===== config.mk =====
export PLATFORM = sky130hd
export DESIGN_NAME = line_timer_flat
export DESIGN_NICKNAME = d
export VERILOG_FILES = /design/src/rtl/line_timer_pkg.sv /design/src/rtl/line_timer_if.sv /design/src/rtl/line_timer.sv /design/src/flat_wrapper.sv
export SDC_FILE = /design/constraint.sdc
export NUM_CORES = 1
export LEC_CHECK = 0
export BUFFER_PORTS_ARGS = -buffer_cell sky130_fd_sc_hd__buf_2
export CORE_UTILIZATION = 35
export CTS_CLUSTER_SIZE = 28
export DETAILED_ROUTE_END_ITERATION = 10
export SLEW_MARGIN = 20
export SYNTH_ARGS = -nofsm -noshare
export SYNTH_HDL_FRONTEND = slang
export SYNTH_SLANG_ARGS = --single-unit

===== constraint.sdc =====
create_clock -name clk -period 4.6 [get_ports clk]
set_input_delay 1.15 -clock clk [delete_from_list [all_inputs] [get_ports clk]]
set_output_delay 1.15 -clock clk [all_outputs]
set_load 0.05 [all_outputs]

===== src/rtl/line_timer_pkg.sv =====
// Shared horizontal/vertical timing definitions: line-phase states, default
// 640x480-style horizontal timing, and the total-period helper.
package line_timer_pkg;

    typedef enum logic [2:0] {
        LS_IDLE,
        LS_ACTIVE,
        LS_FP,
        LS_SYNC,
        LS_BP
    } line_state_t;

    localparam int DEF_H_ACTIVE = 640;
    localparam int DEF_H_FP     = 16;
    localparam int DEF_H_SYNC   = 96;
    localparam int DEF_H_BP     = 48;

    function automatic int h_total(input int act, input int fp, input int sync, input int bp);
        return act + fp + sync + bp;
    endfunction

endpackage


===== src/rtl/line_timer_if.sv =====
// Control/status bundle between the line timer and the line counter / video sink.
// master = timer side, slave = consumer side that drives enb and endFrame.
interface line_timer_if #(
    parameter int CNT_W = 12
) ();
    logic             enb;
    logic             endFrame;
    logic             newLine;
    logic             active;
    logic             hsync;
    logic [CNT_W-1:0] pix_x;
    logic             frame_done;
    logic             busy;

    modport master (
        input  enb,
        input  endFrame,
        output newLine,
        output active,
        output hsync,
        output pix_x,
        output frame_done,
        output busy
    );

    modport slave (
        output enb,
        output endFrame,
        input  newLine,
        input  active,
        input  hsync,
        input  pix_x,
        input  frame_done,
        input  busy
    );
endinterface


===== src/rtl/line_timer.sv =====
// Horizontal line timer: walks ACTIVE/FP/SYNC/BP per line, pulses newLine, stops at frame end.
// Latency: all outputs registered; first line starts the cycle after enb is sampled high.
// Backpressure: none; enb and endFrame are only honoured at line boundaries, a line always completes.
module line_timer
    import line_timer_pkg::*;
#(
    parameter int H_ACTIVE = DEF_H_ACTIVE,
    parameter int H_FP     = DEF_H_FP,
    parameter int H_SYNC   = DEF_H_SYNC,
    parameter int H_BP     = DEF_H_BP,
    parameter int CNT_W    = 12,
    parameter bit HS_POL   = 1'b1
) (
    input  logic          clk,
    input  logic          rst_n,
    line_timer_if.master  lt
);

    localparam int H_TOTAL = h_total(H_ACTIVE, H_FP, H_SYNC, H_BP);

    localparam logic [CNT_W-1:0] ACT_LAST  = CNT_W'(H_ACTIVE - 1);
    localparam logic [CNT_W-1:0] FP_LAST   = CNT_W'(H_ACTIVE + H_FP - 1);
    localparam logic [CNT_W-1:0] SYNC_LAST = CNT_W'(H_ACTIVE + H_FP + H_SYNC - 1);
    localparam logic [CNT_W-1:0] LINE_LAST = CNT_W'(H_TOTAL - 1);

    line_state_t      state;
    line_state_t      state_nx;
    logic [CNT_W-1:0] cnt_nx;
    logic             end_pend;
    logic             pend_nx;
    logic             nl_nx;
    logic             fd_nx;

    always_ff @(posedge clk or negedge rst_n) begin
        if (!rst_n) begin
            state <= LS_IDLE;
        end else begin
            state <= state_nx;
        end
    end

    // pix_x doubles as the phase counter; an endFrame seen in the last BP
    // cycle still stops this line, hence the OR with the live input.
    always_comb begin
        state_nx = state;
        cnt_nx   = lt.pix_x + CNT_W'(1);
        pend_nx  = end_pend | lt.endFrame;
        nl_nx    = 1'b0;
        fd_nx    = 1'b0;
        case (state)
            LS_IDLE: begin
                cnt_nx  = '0;
                pend_nx = 1'b0;
                if (lt.enb) begin
                    state_nx = LS_ACTIVE;
                    nl_nx    = 1'b1;
                end
            end
            LS_ACTIVE: if (lt.pix_x == ACT_LAST)  state_nx = LS_FP;
            LS_FP:     if (lt.pix_x == FP_LAST)   state_nx = LS_SYNC;
            LS_SYNC:   if (lt.pix_x == SYNC_LAST) state_nx = LS_BP;
            LS_BP: begin
                if (lt.pix_x == LINE_LAST) begin
                    cnt_nx  = '0;
                    pend_nx = 1'b0;
                    if (end_pend || lt.endFrame) begin
                        state_nx = LS_IDLE;
                        fd_nx    = 1'b1;
                    end else if (!lt.enb) begin
                        state_nx = LS_IDLE;
                    end else begin
                        state_nx = LS_ACTIVE;
                        nl_nx    = 1'b1;
                    end
                end
            end
            default: begin
                state_nx = LS_IDLE;
                cnt_nx   = '0;
                pend_nx  = 1'b0;
            end
        endcase
    end

    // Outputs are registered from next-state so they align with state/pix_x.
    always_ff @(posedge clk or negedge rst_n) begin
        if (!rst_n) begin
            end_pend      <= 1'b0;
            lt.pix_x      <= '0;
            lt.newLine    <= 1'b0;
            lt.active     <= 1'b0;
            lt.hsync      <= ~HS_POL;
            lt.frame_done <= 1'b0;
            lt.busy       <= 1'b0;
        end else begin
            end_pend      <= pend_nx;
            lt.pix_x      <= cnt_nx;
            lt.newLine    <= nl_nx;
            lt.active     <= (state_nx == LS_ACTIVE);
            lt.hsync      <= (state_nx == LS_SYNC) ? HS_POL : ~HS_POL;
            lt.frame_done <= fd_nx;
            lt.busy       <= (state_nx != LS_IDLE);
        end
    end

endmodule


===== src/flat_wrapper.sv =====
// flat-port wrapper written by rule: the top's interface ports become plain ports
module line_timer_flat import line_timer_pkg::*;
#(
    parameter int H_ACTIVE = DEF_H_ACTIVE,
    parameter int H_FP     = DEF_H_FP,
    parameter int H_SYNC   = DEF_H_SYNC,
    parameter int H_BP     = DEF_H_BP,
    parameter int CNT_W    = 12,
    parameter bit HS_POL   = 1'b1
)
  (clk, rst_n, lt_enb, lt_endFrame, lt_newLine, lt_active, lt_hsync, lt_pix_x, lt_frame_done, lt_busy);
  line_timer_if #(.CNT_W(CNT_W)) lt_i ();
  input  logic clk;
  input  logic rst_n;
  input wire logic [$bits(lt_i.enb)-1:0] lt_enb;
  input wire logic [$bits(lt_i.endFrame)-1:0] lt_endFrame;
  output wire logic [$bits(lt_i.newLine)-1:0] lt_newLine;
  output wire logic [$bits(lt_i.active)-1:0] lt_active;
  output wire logic [$bits(lt_i.hsync)-1:0] lt_hsync;
  output wire logic [$bits(lt_i.pix_x)-1:0] lt_pix_x;
  output wire logic [$bits(lt_i.frame_done)-1:0] lt_frame_done;
  output wire logic [$bits(lt_i.busy)-1:0] lt_busy;
  assign lt_i.enb = lt_enb;
  assign lt_i.endFrame = lt_endFrame;
  assign lt_newLine = lt_i.newLine;
  assign lt_active = lt_i.active;
  assign lt_hsync = lt_i.hsync;
  assign lt_pix_x = lt_i.pix_x;
  assign lt_frame_done = lt_i.frame_done;
  assign lt_busy = lt_i.busy;
  line_timer #(.H_ACTIVE(H_ACTIVE), .H_FP(H_FP), .H_SYNC(H_SYNC), .H_BP(H_BP), .CNT_W(CNT_W), .HS_POL(HS_POL)) u_core (.clk(clk), .rst_n(rst_n), .lt(lt_i));
endmodule

Word level (Yosys, flattened, before mapping)
Cells that the tools add are included.

Word-level logic and storage cells: 44. Register bits after elaboration: 21. Input port bits: 4.

Reductions and logical operators: 4. Bitwise operators: 1. Muxes and demuxes: 20. Equality and inequality tests: 10. Add/sub/neg operators: 1.

Operators by type and width (number): 12-bit by 10-bit == test with 1-bit output, second input constant (4); 12-bit case mux with 2 select lines (1); 3-bit two-way mux (6); 3-bit case mux with 5 select lines (1); 12-bit by 1-bit adder with 12-bit output, second input constant (1); 12-bit two-way mux (1); 3-bit by 2-bit == test with 1-bit output, second input constant (3); 1-bit two-way mux (9); 3-bit by 1-bit == test with 1-bit output, second input constant (2); 1-bit case mux with 2 select lines (2); 3-bit == test, second input constant (1); 3-bit zero test (1); 3-bit nonzero test (1); 3-bit OR reduction (1); 1-bit logical OR (1); 1-bit OR (1).

Depth between registers and ports, before layout
Gate-level depths: netlist of run 1.

Depth after elaboration: 6. Depth in mapped cells: 6.

Worst setup path after synthesis of run 1
No wires, ideal clock.

Path kind: in2reg. Start point: input lt_endFrame. End point: register u_core.lt.busy. Setup slack: 2.273 ns. Required time: 4.530 ns. Data arrival time: 2.257 ns. Path buffers: 0. Stages: 4. Cell sequence: or2_2 -> o41a_1 -> a2111o_1 -> nand4_1.

Word-level cells in the longest chain between the ends: 5.

Ends and longest elaborated chain: from (decl) (line flat_wrapper.sv:16) `input wire logic [$bits(lt_i.endFrame)-1:0] lt_endFrame;`; 1-bit logical OR (line line_timer.sv:66) `if (end_pend || lt.endFrame) begin`; 3-bit two-way mux (line line_timer.sv:66); 3-bit two-way mux (line line_timer.sv:63) `if (lt.pix_x == LINE_LAST) begin`; 3-bit case mux with 5 select lines (line line_timer.sv:50) `case (state)`; 3-bit nonzero test (line line_timer.sv:102) `lt.busy <= (state_nx != LS_IDLE);`; to (signal assigned) (line line_timer.sv:102); to (decl) (line line_timer_if.sv:23) `output busy`.

No other way between the ends.

Worst setup path in the final report of run 1
Start point: register u_core.lt.pix_x[4]. End point: output lt_pix_x[4].

RTL lines: from (decl) (line line_timer_if.sv:21) `output pix_x,`; from (signal assigned) (line line_timer.sv:97) `lt.pix_x <= cnt_nx;`; to (decl) (line flat_wrapper.sv:20) `output wire logic [$bits(lt_i.pix_x)-1:0] lt_pix_x;`.

No word-level cell between the ends.

==> results of run 1 <==
[per-stage QoR]
step,area (sq um),hold WS [ns]
after detailed placement,1149,0.4932
after floorplan,1026,0.4878
final,1175,0.5101
after global placement,1149,0.4888
after CTS,1175,0.5116
after global routing,1175,0.5414
[registers in the layout, summed over array words and instances, names as in the netlist]
signal / count
u_core.lt.busy: 1
u_core.lt.hsync: 1
u_core.state: 3
u_core.lt.pix_x: 12
u_core.end_pend: 1
u_core.lt.active: 1
u_core.lt.frame_done: 1
u_core.lt.newLine: 1
[cell usage in the layout (no fill, tap or decap), types with 2 or more instances in the layout]
cell / netlist / final
clkbuf_4: 0 / 3
nand2_1: 7 / 7
o21ai_0: 2 / 2
nor2_1: 15 / 15
inv_1: 5 / 5
xnor2_1: 4 / 4
xor2_1: 6 / 6
or2_2: 2 / 2
o21a_1: 2 / 2
nor3_1: 3 / 3
nand4_1: 4 / 4
nand3_1: 5 / 5
and4_1: 2 / 2
buf_2: 1 / 20
dfrtp_1: 21 / 21
nor4_1: 3 / 3
nor2b_1: 2 / 2
[final cells by class]
| class | count | share of cell area |
|---|---|---|
| Timing Repair Buffer | 20 | 0.08520 |
| Clock buffer | 4 | 0.02236 |
| Sequential cell | 21 | 0.4473 |
| Inverter | 5 | 0.01597 |
| Multi-Input combinational cell | 72 | 0.3962 |
| Tap cell | 31 | 0.03301 |
[logic make-up after synthesis]
kind of cell,synth area share
AO/OA/AOI/OAI,0.06830
AND/OR/NAND/NOR,0.2780
flip-flops,0.5122
buffers and inverters,0.03414
multiplexers,0.009756
XOR/XNOR,0.08536
adder cells (fa/ha/maj),0.01219
[power by group]
group	internal [W]	total [W]	switching (W)
registers	0.000185	0.000185	0.00000000000000000000333
logic	0.000000918	0.00000467	0.00000375
clock network	0.0000338	0.0000871	0.0000533
[worst min-delay path by stage]
stage / from / to / slack [ns] / depth (start not counted)
2_1_floorplan: u_core.state[0] / u_core.state[1] / 0.49 / 1
3_3_place_gp: u_core.lt.pix_x[0] / u_core.lt.pix_x[0] / 0.49 / 1
3_5_place_dp: u_core.lt.pix_x[0] / u_core.lt.pix_x[0] / 0.49 / 1
4_1_cts: u_core.lt.pix_x[0] / u_core.lt.pix_x[0] / 0.51 / 1
5_1_grt: u_core.lt.pix_x[0] / u_core.lt.pix_x[0] / 0.54 / 1
6_report: u_core.lt.pix_x[0] / u_core.lt.pix_x[0] / 0.51 / 1
[layer usage]
metal | vias to the layer above | track usage | wire length (microns)
li1 | 397 | - | -
met1 | 386 | 0.1848 | 1024
met2 | 13 | 0.2194 | 909
met3 | 2 | 0.02558 | 64
met4 | 0 | 0.06272 | 13
met5 | - | 0 | 0
==> results_dict.tcl, run 1 <==
set metrics [dict create \
    grt_max_degree 22 \
    max_freq_mhz 434.3 \
    vias_per_cell 5.216 \
    postRouteAntennaNets 0 \
    dieArea_sq_um 3152 \
    setup_ws_ns 2.297 \
    clockBufferDepth 2 \
    dr.pass1.iters 4 \
    worstPathRequired_ns 3.45 \
    timing.final.hold_violations 0 \
    n_antenna_cell 0 \
    period_needed_ns 2.303 \
    final_util 0.4260 \
    dp_hpwl_mm 1.416 \
    wl_mm 2.012 \
    max_cap_viol_count 0 \
    tightestPinTransition_ns 0.4735 \
    setup_viol 0 \
    io-pin-count 21 \
    crit_family "flip-flops" \
    startpoint "u_core.lt.pix_x[4]" \
    mappedNetlistNets 105 \
    post_cts_buffers 0 \
    clkSlewWorstSetupHoldPaths_ns 0.11 \
    crit_chain "buf_2" \
    total_power_w 0.0002763 \
    die_w_microns 56.14 \
    avgSynthCellArea_sq_um 10.26 \
    ys_ff_latch 21 \
    cts.sinks 21 \
    grt_overflow 0 \
    path_buf_inv 1 \
    area_growth_pct 14.51 \
    num_rows 19 \
    first_global_vias 756 \
    rr_worst_depth 5 \
    yosysWarnings 0 \
    synth_cells 100 \
    synthArstFlopShare 1.000 \
    ctsRootBufferMaster "clkbuf_4" \
    r2r_start "u_core.lt.pix_x[0]" \
    yosysMostFrequentCell "dfrtp_1" \
    synth.top_cells.by_area "dfrtp_1 (51%), nor2_1 (5.5%), xor2_1 (5.1%)" \
    start_util 0.3721 \
    synth_top_area_cell "dfrtp_1" \
    peakVddDrop_v 0.0001451 \
    clk_latency_ns 0.30 \
    skew_ns 0.005538 \
    seq_area_frac_synth 0.5122 \
    coreArea_sq_um 2758 \
    synthTopCellsByCount "dfrtp_1 (21), nor2_1 (15), nand2_1 (7)" \
    criticalPathCategory "reg2out" \
    drc 0 \
    nFillCells 278 \
    p_leak_nw 0.5304 \
    dp.cells 149 \
    stdcell_count 153 \
    initialDrtViolationCount 8 \
    ys_types 32 \
    powerDensity_nw_per_um2 235.1 \
    status "complete, no violations" \
    finalCritPeriodShare 0.5006 \
    crit_cells 1 \
    numPortBuffers 20 \
    antenna_found_initial 0 \
    rsz0062_at_grt "false" \
    synth_top_area_frac 0.5122 \
    dp_slack_ns 2.114 \
    tritoncts "yes" \
    crit_end "lt_pix_x[4]" \
    wl_per_cell_microns 13.15 \
    htreeDepth 1 \
    dr_total_vias 798 \
    syn_area_sq_um 1026 \
    r2r-end "u_core.lt.pix_x[6]" \
    grt_usage 0.1388 \
    arrival_ns 1.15 \
    cp_max_fo 10 \
    cts_hold_buf 0 \
    r2r_slack_ns 2.42 \
    fp.dieH_microns 56.14 \
    cts_resized 0 \
    multi_input_area_sq_um 465.4 \
    slew_headroom 0.6844 \
    synth-edff-count 0 \
    maxSlewViolCount 0 \
    drive_above_1_share 0.2295 \
    synth-main-ff-cell "dfrtp_1" \
    fin_tns_setup_ns 0 \
    hold_path_class "reg2reg" \
    endpoint_kind "output port" \
    final_net_count 128 \
    start_kind "register" \
    crit_path_top_delay_cell "dfrtp_1" \
    routabilityCongestion 0.7750 \
    numCtsBuffers 3 \
    register_area_sq_um 525.5 \
    cpPeakStageDelay_ns 0.53 \
    grt_first_pass_wirelength_mm 3.463 \
]
Note: power is estimated with default switching activity, not from simulation.
==> run 2: changes to the inputs <==
- clock period: 4.6 -> 2.2 ns (I/O delays scaled with it)
==> run 2 against run 1 <==
  * Non-clock buffer count grew 3
  * Clock power up 110%
  * Cell count rose by 2.0%
  * Largest cell class unchanged
  * First-iteration DRC count up 140%
==> results_dict.tcl, run 2 (same netlist as run 1, synthesis figures left out) <==
set metrics [dict create \
    io-pin-count 21 \
    antenna_found_initial 0 \
    dp_slack_ns 0.2627 \
    regMostFlops "u_core.lt.pix_x" \
    tightestPinTransition_ns 0.4641 \
    cpPeakStageDelay_ns 0.50 \
    start_util 0.3721 \
    die_w_microns 56.14 \
    crit_chain "ha_1 > nand4b_1 > o41a_1 > a2111o_1 > nand4_1" \
    final_cell_area_sq_um 1197 \
    rsz0062_at_grt "false" \
    crit_family "compound AO/OA/AOI/OAI gates" \
    area_growth_pct 16.71 \
    worstPathRequired_ns 2.44 \
    drc 0 \
    final_common_cell "dfrtp_1" \
    setup_ws_ns 0.2361 \
    wl_mm 2.017 \
    crit_path_top_delay_cell "o41a_1" \
    max_cap_viol_count 0 \
    dp_hpwl_mm 1.476 \
    initialDrtViolationCount 19 \
    arrival_ns 2.21 \
    finalCritPeriodShare 0.8927 \
    grt_overflow 0 \
    cts.sinks 21 \
    setup_viol 0 \
    vias_per_cell 5.192 \
    placed_cell_area_sq_um 1171 \
    stdcell_count 156 \
    max_freq_mhz 509.2 \
    post_cts_buffers 0 \
    cts_hold_buf 0 \
    coreArea_sq_um 2758 \
    tritoncts "yes" \
    period_needed_ns 1.964 \
    status "complete, no violations" \
    routabilityCongestion 0.8245 \
    crit_cells 5 \
    hold_path_class "in2async" \
    dieArea_sq_um 3152 \
    r2r_start "u_core.lt.pix_x[0]" \
    path_buf_inv 0 \
    cp_max_fo 5 \
    clkSlewWorstSetupHoldPaths_ns 0.12 \
    final_net_count 131 \
    start_kind "register" \
    nFillCells 278 \
    n_antenna_cell 0 \
    dr.pass1.iters 5 \
    grt_usage 0.1425 \
    clk_latency_ns 0.30 \
    peakVddDrop_v 0.0002518 \
    timing.final.hold_violations 0 \
    endpoint_kind "register" \
    final_cell_mix "dfrtp_1 (21), buf_2 (20), nor2_1 (15), nand2_1 (7), xor2_1 (6)" \
    startpoint "u_core.lt.pix_x[0]" \
    rr_worst_depth 5 \
    grt_max_degree 22 \
    reg_top3 "u_core.lt.pix_x x12, u_core.state x3" \
    htreeDepth 1 \
    postRouteAntennaNets 0 \
    r2r-end "u_core.lt.busy" \
    wl_per_cell_microns 12.93 \
    r2r_slack_ns 0.24 \
    p_leak_nw 0.5455 \
    dr_total_vias 810 \
    largest_reg_flops 12 \
    total_power_w 0.0005818 \
    num_rows 19 \
    powerDensity_nw_per_um2 485.9 \
    ctsRootBufferMaster "clkbuf_4" \
    slew_headroom 0.6906 \
    drive_above_1_share 0.2480 \
    maxSlewViolCount 0 \
    fin_tns_setup_ns 0 \
    first_global_vias 808 \
    criticalPathCategory "reg2reg" \
    fp.dieH_microns 56.14 \
    cts_resized 0 \
    crit_end "u_core.lt.busy" \
    skew_ns 0.006915 \
    clockBufferDepth 2 \
    numCtsBuffers 3 \
    grt_first_pass_wirelength_mm 3.567 \
    dp.cells 152 \
    numPortBuffers 20 \
]
-- run 2: worst min-delay path by stage --
stage,to,cells after the start,slack [ns]
6_report,u_core.lt.hsync,1,0.18
5_1_grt,u_core.lt.newLine,1,0.20
4_1_cts,u_core.lt.active,1,0.20
3_5_place_dp,u_core.lt.pix_x[0],1,0.50
3_3_place_gp,u_core.lt.pix_x[0],1,0.47
2_1_floorplan,u_core.end_pend,0,0.25
-- run 2: metal layers --
metal / GRT usage / vias to the layer above / share of wire
met3: 0.02791 / 2 / 0.032
met2: 0.2381 / 17 / 0.46
li1: - / 404 / -
met4: 0.04181 / 0 / 0.0064
met1: 0.1869 / 387 / 0.50
met5: 0 / - / 0
-- run 2: where the power goes --
| part | internal [W] | switching, W | total, W |
|---|---|---|---|
| clock network | 0.0000705 | 0.000116 | 0.000186 |
| logic | 0.00000193 | 0.00000789 | 0.00000982 |
| registers | 0.000386 | 0.00000000000000000000524 | 0.000386 |
| total | 0.000458 | 0.000123 | 0.000582 |
-- run 2: cell type report --
class | instances | area (sq um) | share of cell area
flip-flops and latches | 21 | 525.5 | 0.4389
repair buffers | 23 | 122.6 | 0.1024
well taps | 31 | 38.79 | 0.03239
inverters | 5 | 18.77 | 0.01567
clock buffers | 4 | 26.28 | 0.02194
multi-input cells | 72 | 465.4 | 0.3887
-- run 2: per-stage QoR --
| stage | hold slack, ns | util |
|---|---|---|
| 2_1_floorplan | 0.2544 | - |
| 5_1_grt | 0.2033 | 0.4342 |
| 3_5_place_dp | 0.4965 | 0.4247 |
| 6_report | 0.1808 | 0.4342 |
| 3_3_place_gp | 0.4720 | 0.4247 |
| 4_1_cts | 0.1961 | 0.4342 |
